**config.mk**
```make
export PLATFORM = sky130hd
export DESIGN_NAME = rca_config_unit
export DESIGN_NICKNAME = d
export VERILOG_FILES = /design/src/rtl/rca_config_pkg.sv /design/src/rtl/rca_config_unit_inflight_counter.sv /design/src/rtl/rca_config_unit.sv
export SDC_FILE = /design/constraint.sdc
export NUM_CORES = 2
export LEC_CHECK = 0
export ABC_AREA = 1
export BUFFER_PORTS_ARGS = -buffer_cell sky130_fd_sc_hd__buf_2
export CORE_AREA = 5 5 657 659
export CTS_CLUSTER_DIAMETER = 200
export DETAILED_ROUTE_END_ITERATION = 12
export DIE_AREA = 0 0 662 664
export GPL_ROUTABILITY_DRIVEN = 0
export PLACE_DENSITY_LB_ADDON = 0.3
export SLEW_MARGIN = 10
export SYNTH_ARGS = -nofsm -noshare
export SYNTH_HDL_FRONTEND = slang
export SYNTH_HIERARCHICAL = 1
export SYNTH_SLANG_ARGS = --single-unit
```
**constraint.sdc**
```tcl
create_clock -name clk -period 84.8 [get_ports clk]
set_input_delay 12.72 -clock clk [delete_from_list [all_inputs] [get_ports clk]]
set_output_delay 12.72 -clock clk [all_outputs]
set_load 0.02 [all_outputs]
```
**src/rtl/rca_config_pkg.sv**
```systemverilog
// Shared geometry, instruction encodings and per-RCA configuration layout for the RCA config path.
package rca_config;

    localparam int unsigned NUM_RCAS           = 4;
    localparam int unsigned NUM_READ_PORTS     = 5;
    localparam int unsigned NUM_WRITE_PORTS    = 5;
    localparam int unsigned NUM_GRID_MUXES     = 72;
    localparam int unsigned GRID_MUX_INPUTS    = 8;
    localparam int unsigned NUM_IO_UNITS       = 14;
    localparam int unsigned IO_UNIT_MUX_INPUTS = 12;

    localparam int unsigned GRID_MUX_SEL_W = 3;
    localparam int unsigned IO_MUX_SEL_W   = 4;
    localparam int unsigned RES_MUX_SEL_W  = 4;
    localparam int unsigned REG_ADDR_W     = 5;

    // Result MUXes pick among the IO-unit outputs.
    localparam int unsigned RES_MUX_INPUTS = NUM_IO_UNITS;

    typedef enum logic [2:0] {
        RCA_USE_FB  = 3'b000,
        CPU_REG     = 3'b001,
        GRID_MUX    = 3'b010,
        IO_MUX      = 3'b011,
        RES_MUX     = 3'b100,
        IO_USE      = 3'b101,
        RCA_USE_NFB = 3'b110
    } rca_funct3_t;

    typedef struct packed {
        logic [NUM_READ_PORTS-1:0][REG_ADDR_W-1:0]      src;
        logic [NUM_WRITE_PORTS-1:0][REG_ADDR_W-1:0]     dst_fb;
        logic [NUM_WRITE_PORTS-1:0][REG_ADDR_W-1:0]     dst_nfb;
        logic [NUM_GRID_MUXES-1:0][GRID_MUX_SEL_W-1:0]  grid;
        logic [NUM_IO_UNITS-1:0][IO_MUX_SEL_W-1:0]      io;
        logic [NUM_WRITE_PORTS-1:0][RES_MUX_SEL_W-1:0]  res_fb;
        logic [NUM_WRITE_PORTS-1:0][RES_MUX_SEL_W-1:0]  res_nfb;
        logic [NUM_IO_UNITS-1:0]                        io_use;
    } rca_cfg_t;

    function automatic logic cfg_is_legal(input logic [2:0]  funct3,
                                          input logic [6:0]  funct7,
                                          input logic [31:0] rs1,
                                          input logic [3:0]  rs2);
        logic ok;
        case (funct3)
            CPU_REG:  ok = 32'(rs1[2:0]) < (rs1[3] ? NUM_READ_PORTS : NUM_WRITE_PORTS);
            GRID_MUX: ok = (rs1 < NUM_GRID_MUXES) && (32'(rs2[2:0]) < GRID_MUX_INPUTS);
            IO_MUX:   ok = (rs1 < NUM_IO_UNITS) && (32'(rs2) < IO_UNIT_MUX_INPUTS);
            RES_MUX:  ok = (32'(rs1[2:0]) < NUM_WRITE_PORTS) && (32'(rs2) < RES_MUX_INPUTS);
            IO_USE:   ok = 1'b1;
            default:  ok = 1'b0;
        endcase
        return ok && (32'(funct7) < NUM_RCAS);
    endfunction

endpackage

```
**src/rtl/rca_config_unit_inflight_counter.sv**
```systemverilog
// Saturating up/down counter of RCA-use instructions in flight on one RCA.
module rca_inflight_counter #(
    parameter int unsigned CNT_W = 3
) (
    input  logic             clk_i,
    input  logic             rst_i,
    input  logic             inc_i,
    input  logic             dec_i,
    output logic [CNT_W-1:0] count_o,
    output logic             full_o
);

    logic [CNT_W-1:0] count_q, count_d;

    assign full_o  = &count_q;
    assign count_o = count_q;

    always_comb begin
        count_d = count_q;
        if (inc_i && !dec_i && !full_o) begin
            count_d = count_q + CNT_W'(1);
        end else if (dec_i && !inc_i && (count_q != '0)) begin
            count_d = count_q - CNT_W'(1);
        end
    end

    always_ff @(posedge clk_i or posedge rst_i) begin
        if (rst_i) begin
            count_q <= '0;
        end else begin
            count_q <= count_d;
        end
    end

endmodule

```
**src/rtl/rca_config_unit.sv**
```systemverilog
// RCA configuration unit: applies config instructions once the target RCA has drained its uses.
// Define RCA_CFG_READBACK_EN to add cfg_old_data (pre-write field value during the response).
module rca_config_unit
    import rca_config::*;
#(
    parameter int unsigned CNT_W = 3
) (
    input  logic                                              clk,
    input  logic                                              rst,
    input  logic                                              issue_valid,
    output logic                                              issue_ready,
    input  logic [2:0]                                        issue_funct3,
    input  logic [6:0]                                        issue_funct7,
    input  logic [31:0]                                       issue_rs1,
    input  logic [31:0]                                       issue_rs2,
    input  logic                                              use_start,
    input  logic [1:0]                                        use_start_rca,
    input  logic                                              use_done,
    input  logic [1:0]                                        use_done_rca,
    output logic [NUM_RCAS-1:0]                               rca_lock,
    output logic [NUM_RCAS-1:0]                               rca_full,
    output logic                                              cfg_done,
    output logic                                              cfg_illegal,
    output logic [NUM_RCAS*NUM_READ_PORTS*REG_ADDR_W-1:0]     src_reg_addr,
    output logic [NUM_RCAS*NUM_WRITE_PORTS*REG_ADDR_W-1:0]    dst_reg_addr_fb,
    output logic [NUM_RCAS*NUM_WRITE_PORTS*REG_ADDR_W-1:0]    dst_reg_addr_nfb,
    output logic [NUM_RCAS*NUM_GRID_MUXES*GRID_MUX_SEL_W-1:0] grid_mux_sel,
    output logic [NUM_RCAS*NUM_IO_UNITS*IO_MUX_SEL_W-1:0]     io_mux_sel,
    output logic [NUM_RCAS*NUM_WRITE_PORTS*RES_MUX_SEL_W-1:0] res_mux_sel_fb,
    output logic [NUM_RCAS*NUM_WRITE_PORTS*RES_MUX_SEL_W-1:0] res_mux_sel_nfb,
    output logic [NUM_RCAS*NUM_IO_UNITS-1:0]                  io_in_use
`ifdef RCA_CFG_READBACK_EN
    ,
    output logic [31:0]                                       cfg_old_data
`endif
);

    typedef enum logic [1:0] {StIdle, StDrain, StWrite, StResp} state_e;

    state_e                             state_q, state_d;
    logic [2:0]                         f3_q, f3_d;
    logic [6:0]                         f7_q, f7_d;
    logic [13:0]                        rs1_q, rs1_d;
    logic [4:0]                         rs2_q, rs2_d;
    logic                               illegal_q, illegal_d;
    rca_cfg_t [NUM_RCAS-1:0]            cfg_q, cfg_d;
    logic [NUM_RCAS-1:0][CNT_W-1:0]     cnt;

    logic [1:0] rca;
    logic [2:0] port;
    logic unused_rs2;

    assign unused_rs2  = ^issue_rs2[31:5];
    assign rca         = f7_q[1:0];
    assign port        = rs1_q[2:0];
    assign issue_ready = (state_q == StIdle);
    assign cfg_done    = (state_q == StResp);
    assign cfg_illegal = (state_q == StResp) && illegal_q;

    always_comb begin
        state_d   = state_q;
        f3_d      = f3_q;
        f7_d      = f7_q;
        rs1_d     = rs1_q;
        rs2_d     = rs2_q;
        illegal_d = illegal_q;
        unique case (state_q)
            StIdle: begin
                if (issue_valid) begin
                    f3_d      = issue_funct3;
                    f7_d      = issue_funct7;
                    rs1_d     = issue_rs1[13:0];
                    rs2_d     = issue_rs2[4:0];
                    illegal_d = !cfg_is_legal(issue_funct3, issue_funct7, issue_rs1,
                                              issue_rs2[3:0]);
                    // Illegal instructions write nothing, so they never wait for a drain.
                    state_d   = (illegal_d || (cnt[issue_funct7[1:0]] == '0)) ? StWrite : StDrain;
                end
            end
            StDrain: if (cnt[rca] == '0) state_d = StWrite;
            StWrite: state_d = StResp;
            StResp:  state_d = StIdle;
            default: state_d = StIdle;
        endcase
    end

    always_comb begin
        cfg_d = cfg_q;
        if ((state_q == StWrite) && !illegal_q) begin
            case (f3_q)
                CPU_REG: begin
                    if (rs1_q[3])      cfg_d[rca].src[port]     = rs2_q;
                    else if (rs1_q[4]) cfg_d[rca].dst_fb[port]  = rs2_q;
                    else               cfg_d[rca].dst_nfb[port] = rs2_q;
                end
                GRID_MUX: cfg_d[rca].grid[rs1_q[6:0]] = rs2_q[2:0];
                IO_MUX:   cfg_d[rca].io[rs1_q[3:0]]   = rs2_q[3:0];
                RES_MUX: begin
                    if (rs1_q[3]) cfg_d[rca].res_fb[port]  = rs2_q[3:0];
                    else          cfg_d[rca].res_nfb[port] = rs2_q[3:0];
                end
                IO_USE:   cfg_d[rca].io_use = rs1_q;
                default:  ;
            endcase
        end
    end

    always_ff @(posedge clk or posedge rst) begin
        if (rst) begin
            state_q   <= StIdle;
            f3_q      <= '0;
            f7_q      <= '0;
            rs1_q     <= '0;
            rs2_q     <= '0;
            illegal_q <= 1'b0;
            cfg_q     <= '0;
        end else begin
            state_q   <= state_d;
            f3_q      <= f3_d;
            f7_q      <= f7_d;
            rs1_q     <= rs1_d;
            rs2_q     <= rs2_d;
            illegal_q <= illegal_d;
            cfg_q     <= cfg_d;
        end
    end

`ifdef RCA_CFG_READBACK_EN
    logic [31:0] old_d, old_q;

    always_comb begin
        old_d = '0;
        if (!illegal_q) begin
            case (f3_q)
                CPU_REG: begin
                    if (rs1_q[3])      old_d = 32'(cfg_q[rca].src[port]);
                    else if (rs1_q[4]) old_d = 32'(cfg_q[rca].dst_fb[port]);
                    else               old_d = 32'(cfg_q[rca].dst_nfb[port]);
                end
                GRID_MUX: old_d = 32'(cfg_q[rca].grid[rs1_q[6:0]]);
                IO_MUX:   old_d = 32'(cfg_q[rca].io[rs1_q[3:0]]);
                RES_MUX:  old_d = rs1_q[3] ? 32'(cfg_q[rca].res_fb[port])
                                           : 32'(cfg_q[rca].res_nfb[port]);
                IO_USE:   old_d = 32'(cfg_q[rca].io_use);
                default:  old_d = '0;
            endcase
        end
    end

    always_ff @(posedge clk or posedge rst) begin
        if (rst) begin
            old_q <= '0;
        end else if (state_q == StWrite) begin
            old_q <= old_d;
        end
    end

    assign cfg_old_data = (state_q == StResp) ? old_q : '0;
`endif

    for (genvar r = 0; r < NUM_RCAS; r++) begin : g_rca
        localparam int unsigned RdW  = NUM_READ_PORTS * REG_ADDR_W;
        localparam int unsigned WrW  = NUM_WRITE_PORTS * REG_ADDR_W;
        localparam int unsigned GrW  = NUM_GRID_MUXES * GRID_MUX_SEL_W;
        localparam int unsigned IoW  = NUM_IO_UNITS * IO_MUX_SEL_W;
        localparam int unsigned ResW = NUM_WRITE_PORTS * RES_MUX_SEL_W;

        rca_inflight_counter #(
            .CNT_W (CNT_W)
        ) u_cnt (
            .clk_i   (clk),
            .rst_i   (rst),
            .inc_i   (use_start && (use_start_rca == 2'(r))),
            .dec_i   (use_done && (use_done_rca == 2'(r))),
            .count_o (cnt[r]),
            .full_o  (rca_full[r])
        );

        assign rca_lock[r] = (state_q != StIdle) && (f7_q == 7'(r));

        assign src_reg_addr[r*RdW +: RdW]                     = cfg_q[r].src;
        assign dst_reg_addr_fb[r*WrW +: WrW]                  = cfg_q[r].dst_fb;
        assign dst_reg_addr_nfb[r*WrW +: WrW]                 = cfg_q[r].dst_nfb;
        assign grid_mux_sel[r*GrW +: GrW]                     = cfg_q[r].grid;
        assign io_mux_sel[r*IoW +: IoW]                       = cfg_q[r].io;
        assign res_mux_sel_fb[r*ResW +: ResW]                 = cfg_q[r].res_fb;
        assign res_mux_sel_nfb[r*ResW +: ResW]                = cfg_q[r].res_nfb;
        assign io_in_use[r*NUM_IO_UNITS +: NUM_IO_UNITS]      = cfg_q[r].io_use;
    end

endmodule
```
==> results.toml <==
[outcome]
outcome = "completed"

[pwr]
seqPwrFrac_pct = 38.5
peakVddDrop_mv = 0.0196
leakage_nw = 43.5
power_frac_comb_pct = 21.1
pwr-share-clk_pct = 40.4
intPower_mw = 1.37
p_per_area_nw_per_um2 = 25.5
power_switching_mw = 0.803
switching_share_pct = 37.0

[grt]
gr-usage-met2_pct = 23.7
grt_use_met3_pct = 4.40
grt_pass1_wl_um = 468000
grt_overflow = 0
grtUsageMet1_pct = 19.7
grt_usage_pct = 15.0
grt_pass1_vias = 53000
grt_max_degree = 160
top_usage_layer = "met2"
antenna_found_initial = 40

[synth]
synth_top_family_by_area = "simple AND/OR/NAND/NOR gates"
yosysSeqAreaShare_pct = 65.1
ys_types = 34
syn-num-nets = 6689
syn_inst = 6598
synthAdderAreaFrac_pct = 0.205
synth-simple-area-share_pct = 17.3
syn_area_sq_um = 63300
synth_xor_area_share_pct = 0
yosysWarningCount = 6
synth_mux_area_share_pct = 0.174
syn_avg_cell_area_sq_um = 9.60
synth_compound_area_share_pct = 13.4
ys_seq_elements = 1648

[layout]
drive_gt1_share_pct = 26.6
finalNetCount = 8323
area_growth_pct = 34.5
final_core_util_pct = 20.0
design_area_sq_um = 85200

[die]
initial_core_util_pct = 14.9
dieArea_sq_um = 440000
die_h_um = 664
rows = 240
die_w_um = 662
core_area_sq_um = 426000
ios = 1698

[clock_network]
clockRootBuffer = "clkbuf_16"
cts_tree = "yes"
cts_setup_buffers = 0
post_cts_resize_count = 0
h-tree-depth = 4
cts_buffers = 200
clkTransAtPathRegs_ns = 0.06
cts.sinks = 1648
worstSkewPairLatency_ns = 0.92
ctsHoldBuffers = 0
clock_path_buffers = 4

[sta]
final_hold_viol_count = 0
slew_headroom_pct = 11.3
finalSetupViolCount = 0
tns_ns = 0
post-route-period-util_pct = 20.3
clock_skew_ns = 0.102
rsz0062_at_grt = "no"
tightest_slew_ns = 1.32
fmax_ghz = 0.0581
min_period_ns = 17.21
slew_violations = 0

[worst_setup_path]
cp-end-kind = "asynchronous set/reset pin"
cp_max_fo = 86
crit_path_start_kind = "primary input"
worstSetupPathType = "in2async"
cp_data_required_time_ns = 85.64
crit_arrival_ns = 18.05

[route]
wl_um = 347000
drtPass1Iterations = 5
drtIter0Drc = 4922
avgRoutedWirePerCell_um = 24.6
num_vias = 56000
ant_nets = 0
drc_errors = 0
via_per_inst = 3.97

[placed_design]
place_hpwl_um = 257000
io_buffers = 1670
place_area_sq_um = 78500

[flow_run]
maxCapViolations = 0

[hold_path]
hp-class = "reg2reg"
-- cell type report --
class	instances	area [sq um]
timing repair buffer	1780	9250
sequential	1648	41300
inverter	260	1020
multi-input combinational	4342	19800
tap	5687	7120
clock inverter	68	791
antenna	23	57.6
fill	47600	340000
clock buffer	292	5830
-- critical path, stage by stage --
cell and delay [ns]:
buf_2 0.16, inv_8 0.51, buf_4 0.68, buf_4 0.60, buf_4 0.66, buf_4 0.83
buf_4 0.70, buf_4 0.81
-- logic make-up after synthesis --
group	Yosys count
mux	10
compound gates	1668
fa+ha+maj	8
simple gates	2656
buf+inv	608
flops	1648
-- power groups by stage --
stage | combinational [mW] | sequential, mW | clock (mW)
after floorplan | 0.193 | 0.848 | 0
after global placement | 0.471 | 0.849 | 0
after detailed placement | 0.470 | 0.849 | 0
after CTS | 0.471 | 0.835 | 0.899
after global routing | 0.486 | 0.838 | 0.930
final | 0.457 | 0.836 | 0.876
-- synthesized netlist by cell type --
| library cell | count | area (sq um) |
|---|---|---|
| nand3_1 | 217 | 1090 |
| dfrtp_1 | 1648 | 41200 |
| o22ai_1 | 52 | 325 |
| nor4_1 | 1 | 6.26 |
| ha_1 | 4 | 50.1 |
| o31ai_1 | 30 | 225 |
| o211ai_1 | 5 | 37.5 |
| fa_1 | 4 | 80.1 |
| nand4_2 | 10 | 125 |
| nor3_2 | 11 | 110 |
| or2_2 | 2 | 12.5 |
| clkinv_1 | 12 | 45.0 |
| buf_2 | 54 | 270 |
| inv_1 | 231 | 867 |
| a21oi_1 | 94 | 470 |
| o21ai_1 | 5 | 25.0 |
| buf_4 | 13 | 97.6 |
| nor2_4 | 5 | 56.3 |
| o2111ai_1 | 1 | 8.76 |
| o21ai_0 | 1477 | 7390 |
| mux2i_1 | 2 | 20.0 |
| nand2_2 | 19 | 119 |
| mux2_2 | 8 | 90.1 |
| inv_2 | 17 | 63.8 |
| nand4_1 | 137 | 857 |
| nand2_1 | 1975 | 7410 |
| nor3_1 | 29 | 145 |
| buf_1 | 18 | 67.6 |
| o21a_1 | 3 | 22.5 |
| nor2_1 | 226 | 848 |
| a31oi_1 | 1 | 6.26 |
| nor2_2 | 19 | 119 |
| nand3_2 | 5 | 50.1 |
| clkbuf_1 | 263 | 987 |
-- worst paths after layout --
kind | from | to | slack [ns] | depth (start not counted)
max in group clk | f7_q[0] | rca_lock[1] | 68.66 | 5
worst max register to register | f3_q[1] | register | 80.16 | 10
worst max-delay path | rst | asynchronous set/reset pin | 67.59 | 8
min in group asynchronous | rst | g_rca[3].u_cnt/count_o[2] | 11.80 | 2
worst min register to register | register | register | 0.48 | 2
worst min-delay path | register | register | 0.48 | 2
-- cell usage in the layout (no fill, tap or decap), drive strengths merged, types with 2 or more instances in the layout --
master	count
nand4	147
o21a	3
ha	4
o21ai	1482
o211ai	5
mux2i	2
nand2	1994
buf	1780
nor3	40
inv	265
clkbuf	292
fa	4
bufinv	10
dfrtp	1648
nand3	222
o31ai	30
clkinv	46
mux2	8
clkinvlp	7
or2	2
o22ai	52
a21oi	94
diode	23
nor2	250
-- per-layer routing --
metal | part of all wire, % | wire length [um]
met1 | 43 | 148000
met2 | 45 | 157000
met3 | 8.7 | 30300
met4 | 3.2 | 11200
met5 | 0.0029 | 10
-- per-stage QoR --
stage	total power, mW	setup slack (ns)	cells	hold slack, ns
6_report	2.17	67.59	14100	0.475
5_1_grt	2.25	66.83	14100	0.491
4_1_cts	2.20	67.46	14100	0.474
3_5_place_dp	1.32	66.48	13700	0.458
3_3_place_gp	1.32	66.50	13700	0.460
2_1_floorplan	1.04	25.91	6598	0.445
Power figures use the tool's default switching activity.
